<file path="src/rtl/midori_pkg.sv">
// Midori64 key-schedule constants and the round-constant expansion.
package midori_pkg;

  localparam int NROUNDS = 15;
  localparam int IDXW    = 4;

  typedef enum logic [1:0] {
    IDLE = 2'd0,
    RUN  = 2'd1,
    FIN  = 2'd2
  } state_t;

  localparam logic [15:0] RC [NROUNDS] = '{
    16'h15b3, 16'h78c0, 16'ha435, 16'h6213, 16'h104f,
    16'hd170, 16'h0266, 16'h0bcc, 16'h9481, 16'h40b8,
    16'h7197, 16'h228e, 16'h5130, 16'hf8ca, 16'hdf90
  };

  // RC bit j lands in the LSB of nibble j, where nibble 0 is bits 63:60.
  function automatic logic [63:0] expand_rc(input logic [15:0] rc);
    logic [63:0] x;
    x = '0;
    for (int j = 0; j < 16; j++) begin
      x[60 - 4*j] = rc[j];
    end
    return x;
  endfunction

endpackage

</file>
<file path="src/rtl/midori_rc_rom.sv">
// Combinational round-constant lookup; index 15 returns 0.
module midori_rc_rom
  import midori_pkg::*;
(
  input  logic [3:0]  idx,
  output logic [15:0] rc
);

  always_comb begin
    rc = '0;
    for (int i = 0; i < NROUNDS; i++) begin
      if (idx == 4'(i)) rc = RC[i];
    end
  end

endmodule

</file>
<file path="src/rtl/midori64_key_sequencer.sv">
// Latches a Midori64 master key and issues WK plus RK_0..14 in either order,
// one key per accepted next, with a done pulse after the final key.
module midori64_key_sequencer
  import midori_pkg::*;
#(
  parameter int NROUNDS = midori_pkg::NROUNDS,
  parameter int IDXW    = midori_pkg::IDXW
) (
  input  logic            clk,
  input  logic            rst,
  input  logic [127:0]    key_in,
  input  logic            load,
  input  logic            dec,
  input  logic            next,
  output logic [63:0]     wk_out,
  output logic [63:0]     rk_out,
  output logic [IDXW-1:0] round_idx,
  output logic            rk_valid,
  output logic            last,
  output logic            done
);

  state_t            state;
  logic [63:0]       k0, k1;
  logic              dec_q;
  logic [IDXW-1:0]   start_idx, step_idx, final_idx, lut_idx;
  logic [15:0]       rc;
  logic [63:0]       key_half, rk_new;

  assign start_idx = dec ? IDXW'(NROUNDS - 1) : '0;
  assign step_idx  = dec_q ? round_idx - 1'b1 : round_idx + 1'b1;
  assign final_idx = dec_q ? '0 : IDXW'(NROUNDS - 1);

  // On load the key registers are not yet written, so use key_in directly.
  assign lut_idx  = load ? start_idx : step_idx;
  assign key_half = lut_idx[0] ? (load ? key_in[63:0]   : k1)
                               : (load ? key_in[127:64] : k0);
  assign rk_new   = key_half ^ expand_rc(rc);

  midori_rc_rom u_rc_rom (
    .idx (lut_idx[3:0]),
    .rc  (rc)
  );

  always_ff @(posedge clk or posedge rst) begin
    if (rst) begin
      state     <= IDLE;
      k0        <= '0;
      k1        <= '0;
      dec_q     <= 1'b0;
      wk_out    <= '0;
      rk_out    <= '0;
      round_idx <= '0;
      rk_valid  <= 1'b0;
      last      <= 1'b0;
      done      <= 1'b0;
    end else begin
      done <= 1'b0;
      if (load) begin
        k0        <= key_in[127:64];
        k1        <= key_in[63:0];
        dec_q     <= dec;
        wk_out    <= key_in[127:64] ^ key_in[63:0];
        round_idx <= start_idx;
        rk_out    <= rk_new;
        rk_valid  <= 1'b1;
        last      <= 1'b0;
        state     <= RUN;
      end else begin
        case (state)
          RUN: begin
            if (next) begin
              if (last) begin
                rk_valid <= 1'b0;
                last     <= 1'b0;
                done     <= 1'b1;
                state    <= FIN;
              end else begin
                round_idx <= step_idx;
                rk_out    <= rk_new;
                last      <= (step_idx == final_idx);
              end
            end
          end
          FIN:     state <= IDLE;
          default: state <= IDLE;
        endcase
      end
    end
  end

endmodule

</file>
<file path="config.mk">
export PLATFORM = sky130hd
export DESIGN_NAME = midori64_key_sequencer
export DESIGN_NICKNAME = d
export VERILOG_FILES = /design/src/rtl/midori_pkg.sv /design/src/rtl/midori_rc_rom.sv /design/src/rtl/midori64_key_sequencer.sv
export SDC_FILE = /design/constraint.sdc
export NUM_CORES = 1
export LEC_CHECK = 0
export CAP_MARGIN = 40
export CORE_MARGIN = 3
export CORE_UTILIZATION = 55
export CTS_CLUSTER_SIZE = 16
export DETAILED_ROUTE_END_ITERATION = 8
export HOLD_SLACK_MARGIN = 0.1
export PLACE_DENSITY_LB_ADDON = 0.15
export SYNTH_ARGS = -nofsm -noshare
export SYNTH_HDL_FRONTEND = slang
export SYNTH_SLANG_ARGS = --single-unit
</file>
<file path="constraint.sdc">
create_clock -name clk -period 17.3 [get_ports clk]
set_input_delay 3.46 -clock clk [delete_from_list [all_inputs] [get_ports clk]]
set_output_delay 3.46 -clock clk [all_outputs]
set_load 0.01 [all_outputs]
</file>
==> impl_results.md, run 1 <==
- Critical Path RT: around 18 ns
- Drt total wl: around 28000 um
- Pins Over Slew Limit: 0
- Clock slew at reported path FFs: about 0.06 ns
- Final Cell Area: between 15000 and 20000 um2
- First DRT Iteration DRCs: between 400 and 500
- Sequential share of power: between 40% and 50%
- Initial antenna violation count: 0
- 1st-pass router iterations: 5
- Switching Fraction: a little over a quarter
- Number of synthesized flops with an enable pin: 0
- Clock Power Share: 35.1%
- Mapped Cells: approximately 1000
- Routed length per placed instance: 17.82 um
- Die width: 152.6 um
- Number of global-route vias before repair: 8934
- Post-cts resize count: 0
- Leak pwr: 6.589 nW
- Nets@finish: approximately 1400
- Number of max-cap violations: 0
- Switching power summed over all nets: between 0.4 and 0.5 mW
- GPL Wtd Cong: 0.8733
- Grt ovf: 0
- Ys flop type: dfrtp_1
- Initial Util: a little under three fifths
- Final worst slack: roughly 11 ns
- Num rows: 53
- CTS tree: done
- H-tree Lvls: 1
- Post-Layout Cell Count: roughly 1600
- CP Data Arrival Time: roughly 6.2 ns
- Largest net degree at the start of global routing: a little under 200
- CTS Hold Bufs: 0
- Power Internal: 1.325 mW
- Worst-path cell chain: buf_8, or2_4, buf_4, mux2i_1, a221oi_1, a21oi_1, a311o_1
- Setup CP Type: input pin to register
- Outcome: finished, final reports clean
- Power Dens Cells: 115.5 nW/um2
- Max Clock Skew: 0.006139 ns
- Comb power frac: 23.8%
- ANT nets after route: 0
- DRC violations left: 0
- Core area: roughly 21000 um2
- Synthesized area: between 10000 and 15000 um2
- Synth Register Bits: 266
- IO Pins: approximately 270
- Final worst path period share: 33.72%
- Biggest area consumer among synthesized cells: dfrtp_1
- Dpl cell area: 14750 um2
- Clock Tree Root: clkbuf_16
- Slowest stage delay, CP: ~0.63 ns
- Worst Hold Class: register to register
- Slowest CP cell: or2_4
- Critical Path Sink Type: register
- Diodes inserted: 0
- Worst slew pin tran: a little over 0.9 ns
- GRT Total Usage: 23.75%
- Share of the yosys chip area belonging to registers: between 50 and 60%
- Fraction of layout cells with a size suffix above 1: approximately 16%
- Setup violators final: 0
- Port Buffers: between 200 and 300
- Syn nets: around 1200
- DIE AREA: roughly 23000 um2
- Mean Syn Cell Area: between 10 and 15 um2
- Syn. warnings: 0
- Worst relative slew slack: 37.74%
- Vias/cell: about 5.5
- RSZ-0062 raised after global routing: no
- Fmax: around 0.17 GHz
- Syn-to-layout area delta: 33.28%
- Minimum clock period: ~6 ns
- DIE HEIGHT: ~150 um
- Clk sinks: 266
- Post-CTS setup buffers: 0
- Clk buf depth: 3
- Post-DP HPWL: about 18000 um
- Place WS: 10.93 ns
- Crit Path Max Fanout: 106
- Most used standard cell by instance count after synthesis: dfrtp_1
- Via Count: 8515
- First-pass GRT wire length: ~46000 um
- CTS buffer count: 28
- Synth top area share: a little under three fifths
- Cell variety after synth: between 50 and 60
- Hold Fails Final Rpt: 0
- Ys async rst share: between 90% and 100%
- Leading post-synthesis cells by cell area: dfrtp_1 (56%), mux2_2 (12%), mux2i_1 (5.3%), xnor2_1 (5.1%), a21oi_1 (3.3%)
- Setup Total Neg Slack: 0 ns
- VDD IR max: 0.07029 mV
- Inst Count DP: between 1500 and 2000
- CP Launch Type: input pin
- Post-layout util: 74.71%
- Synth top cells by count: dfrtp_1 (266), mux2_2 (126), nor2_1 (95), a21oi_1 (79), nand2_1 (76)
- Clk_lat worst skew: ~0.52 ns
-- placed cells by master, fill, tap and decap left out, types with 2 or more instances in the layout --
cell type / count
a211o_1: 3
a211oi_1: 3
a21o_1: 5
a21oi_1: 79
a21oi_2: 3
a31o_2: 2
a31oi_1: 2
and3_1: 3
buf_16: 4
buf_4: 6
bufinv_16: 4
clkbuf_1: 4
clkbuf_16: 29
clkbuf_8: 8
clkdlybuf4s50_1: 266
clkinv_2: 6
dfrtp_1: 266
ha_1: 2
inv_1: 8
mux2_2: 126
mux2i_1: 62
nand2_1: 76
nand2b_1: 2
nand3_1: 10
nand3b_1: 2
nand4_1: 4
nor2_1: 94
nor3_1: 9
nor3b_1: 3
o2111ai_1: 2
o211ai_1: 7
o21ai_0: 65
o221ai_1: 4
o31ai_1: 3
or3_1: 3
or4_1: 2
xnor2_1: 69
xor2_1: 7
-- path summary, 6_finish.rpt --
kind                               from  cells after the start  slack (ns)          to
setup reg to reg           round_idx[0]                      9       13.69  rk_out[52]
hold / removal                rk_out[1]                      2        0.48   rk_out[1]
max in group asynchronous           rst                      5       12.99  wk_out[17]
hold reg to reg               rk_out[1]                      2        0.48   rk_out[1]
setup / recovery                   load                      7       11.47   rk_out[8]
min in group asynchronous           rst                      2        3.23  wk_out[54]
-- critical path: cells and delay by family --
family,cells,cell delay [ns]
buffers and inverters,2,1.09
AOI/OAI and AO/OA,3,0.69
and+or+nand+nor,1,0.63
muxes,1,0.28
-- cells by family after synthesis --
| family | synth area share, % |
|---|---|
| AO/OA/AOI/OAI | 9.231 |
| XOR/XNOR | 6.097 |
| adder cells (fa/ha/maj) | 0.4657 |
| buffers and inverters | 2.763 |
| flip-flops | 56.31 |
| multiplexers | 17.25 |
| AND/OR/NAND/NOR | 7.875 |
-- per-layer routing --
layer  GRT usage, %  wire length [um]  part of all wire (%)
met1          33.33             12250                    44
met2          39.43             13400                    48
met3          4.345              1669                   6.0
met4          4.794               429                   1.5
met5              0                 0                     0
-- cell type report --
cell class	instances	area [um2]
timing repair buffer	278	2853
clock buffer	41	850.8
multi-input combinational	676	4847
clock inverter	11	157.7
fill	1440	5334
tap	275	344.1
inverter	10	45.04
sequential	266	6656
-- through the flow --
stage | hold slack (ns) | total power [mW]
after global placement | 0.4605 | 1.174
after global routing | 0.5031 | 1.906
final | 0.4767 | 1.820
after floorplan | 0.4471 | 0.9845
after detailed placement | 0.4686 | 1.189
after CTS | 0.4822 | 1.834
-- registers in the layout, indices dropped and copies added (netlist names) --
name       count
last           1
rk_valid       1
round_idx      4
k1            64
wk_out        64
k0            64
done           1
rk_out        64
state          2
dec_q          1
-- power groups by stage --
stage / clock [mW] / sequential [mW] / combinational (mW)
after floorplan: 0 / 0.773 / 0.211
after global placement: 0 / 0.755 / 0.419
after detailed placement: 0 / 0.757 / 0.431
after CTS: 0.651 / 0.748 / 0.435
after global routing: 0.678 / 0.757 / 0.471
final: 0.639 / 0.747 / 0.434
(Power assumes the default switching activity.)
==> run 2, diff against run 1 <==
--- a/config.mk
+++ b/config.mk
@@ -7,7 +7,7 @@
 export LEC_CHECK = 0
 export CAP_MARGIN = 40
 export CORE_MARGIN = 3
-export CORE_UTILIZATION = 55
+export CORE_UTILIZATION = 51
 export CTS_CLUSTER_SIZE = 16
 export DETAILED_ROUTE_END_ITERATION = 8
 export HOLD_SLACK_MARGIN = 0.1
==> constraint.sdc (replaced) <==
create_clock -name clk -period 5.74 [get_ports clk]
set_input_delay 1.148 -clock clk [delete_from_list [all_inputs] [get_ports clk]]
set_output_delay 1.148 -clock clk [all_outputs]
set_load 0.01 [all_outputs]
==> run 2 against run 1 <==
Effect of this change:
- worst setup slack got worse by 8.9 ns
- utilization decreased by 6.0 points
- hold slack got worse by 0.0018 ns
- clock skew increased by 0.0053 ns
- non-clock buffer count increased by 1
- cell area decreased by 1.0%
==> impl_results.md, run 2 (synthesis results as in run 1) <==
- Outcome: finished, final reports clean
- Fmax: between 0.3 and 0.4 GHz
- Dpl cell area: 14710 um2 (-0.21%)
- First-pass GRT wire length: 44200 um (-4.5%)
- Core area: 22710 um2 (+7.7%)
- DIE AREA: 25040 um2 (+7.5%)
- Vias/cell: 5.362 (-2.0%)
- Multi-input combinational cell area: 4847 um2 (unchanged)
- Final worst path period share: between 50% and 60%
- Commonest non-fill, non-tap cells in the layout: dfrtp_1 (266), clkdlybuf4s50_1 (266), mux2_2 (126)
- Setup Total Neg Slack: 0 ns (unchanged)
- Crit Path Max Fanout: 19 (-82%)
- Buf/Inv on CP: 1 (-1)
- Filler cells: 1712 (+19%)
- Worst-path cell chain: clkinv_1, fa_1, xor2_2, and3_1, a2111oi_2, o221ai_1, xor2_1, mux2_2
- R2r setup slk: 2.55 ns (-11.14 ns)
- VDD IR max: 0.2239 mV (+220%)
- RSZ-0062 raised after global routing: no
- Clock slew at reported path FFs: 0.06 ns (about the same)
- Number of global-route vias before repair: 8516 (-4.7%)
- Critical Path RT: 6.16 ns (-11.55 ns)
- Clk_lat worst skew: 0.54 ns (+0.02 ns)
- Clk sinks: 266 (unchanged)
- Power Dens Cells: 338.6 nW/um2 (+190%)
- Pins Over Slew Limit: 0 (unchanged)
- Post-CTS setup buffers: 0 (unchanged)
- Post-DP HPWL: 18410 um (-0.30%)
- Worst slew pin tran: 0.9204 ns (-0.01355 ns)
- Minimum clock period: between 3 and 4 ns
- CTS Hold Bufs: 0 (unchanged)
- Post-layout util: 68.67% (-6.0 points)
- Num rows: 55 (+3.8%)
- Max Clock Skew: 0.01145 ns (+0.005308 ns)
- Die width: 158.2 um (+3.7%)
- Critical Path Sink Type: register
- H-tree Lvls: 1 (unchanged)
- First DRT Iteration DRCs: 467 (+6.9%)
- Setup violators final: 0 (unchanged)
- Routed length per placed instance: 17.46 um (-2.0%)
- Post-cts resize count: 0 (unchanged)
- Drt total wl: 27350 um (-1.4%)
- Hold Fails Final Rpt: 0 (unchanged)
- ANT nets after route: 0 (unchanged)
- IO Pins: 268 (unchanged)
- FF/Latch Area: 6656 um2 (unchanged)
- Port Buffers: 267 (unchanged)
- CP Launch Type: register
- Largest net degree at the start of global routing: 159 (-20%)
- CP Data Arrival Time: 3.62 ns (-2.62 ns)
- Syn-to-layout area delta: 31.93%
- Worst Hold Class: register to register
- Inst Count DP: 1516 (+0.73%)
- Clk buf depth: 3 (unchanged)
- Setup CP Type: register to register
- GPL Wtd Cong: 0.8427 (-3.5%)
- DIE HEIGHT: 158.2 um (+3.7%)
- DRC violations left: 0 (unchanged)
- Final Cell Area: 15590 um2 (-1.0%)
- CTS buffer count: 29 (+3.6%)
- Slowest stage delay, CP: 0.56 ns (-0.07 ns)
- Via Count: 8397 (-1.4%)
- Grt ovf: 0 (unchanged)
- Number of max-cap violations: 0 (unchanged)
- Post-Layout Cell Count: 1566 (+0.58%)
- Slowest CP cell: fa_1
- GRT Total Usage: 21.68% (-2.1 points)
- Fraction of layout cells with a size suffix above 1: 15.38% (-0.30 points)
- 1st-pass router iterations: 5 (unchanged)
- Diodes inserted: 0 (unchanged)
- Clock Tree Root: clkbuf_16
- Initial Util: 52.05% (-4.0 points)
- Initial antenna violation count: 0 (unchanged)
- Worst relative slew slack: 38.64% (+0.90 points)
- Leak pwr: 6.507 nW (-1.2%)
- CP delay by family, top: compound AO/OA/AOI/OAI gates
- Nets@finish: 1398 (+0.14%)
- CTS tree: done
-- run 2: layout make-up --
class,instances,share of cell area [%]
Tap cell,285,2.287
Sequential cell,266,42.69
Clock buffer,39,5.087
Timing Repair Buffer,279,18.04
Inverter,10,0.2648
Multi-Input combinational cell,676,31.08
Clock inverter,11,0.5536
-- run 2: worst min-delay path: cells and delay by family (launching register included) --
kind / cells / cell delay (ns)
DFF: 1 / 0.34
AOI/OAI and AO/OA: 1 / 0.06
and+or+nand+nor: 1 / 0.04
-- run 2: power by group --
| part | switching [mW] | internal, mW | leakage (nW) |
|---|---|---|---|
| sequential | 0.125 | 2.12 | 3.10 |
| clock | 0.726 | 1.01 | 0.437 |
| combinational | 0.636 | 0.666 | 2.97 |
-- run 2: stage by stage --
stage	setup WS (ns)	power, mW	hold WS [ns]
5_1_grt	2.368	5.559	0.5057
3_5_place_dp	2.163	3.585	0.4694
4_1_cts	2.536	5.340	0.4823
2_1_floorplan	1.081	2.968	0.4471
3_3_place_gp	2.114	3.560	0.4612
6_report	2.549	5.280	0.4749
-- run 2: metal layers --
layer / up-vias / routed length, um / GRT usage (%)
li1: 4027 / - / -
met4: 0 / 529 / 4.711
met2: 235 / 13070 / 34.96
met5: - / 0 / 0
met1: 4094 / 11840 / 30.12
met3: 41 / 1916 / 5.331
-- run 2: path summary, 6_finish.rpt --
check	end	cells after the start	startpoint
min in group asynchronous	k0[54]	3	rst
max in group asynchronous	k1[23]	3	rst
hold / removal	rk_out[19]	2	rk_out[19]
setup / recovery	rk_out[52]	8	round_idx[0]
hold reg to reg	rk_out[19]	2	rk_out[19]
setup reg to reg	rk_out[52]	8	round_idx[0]
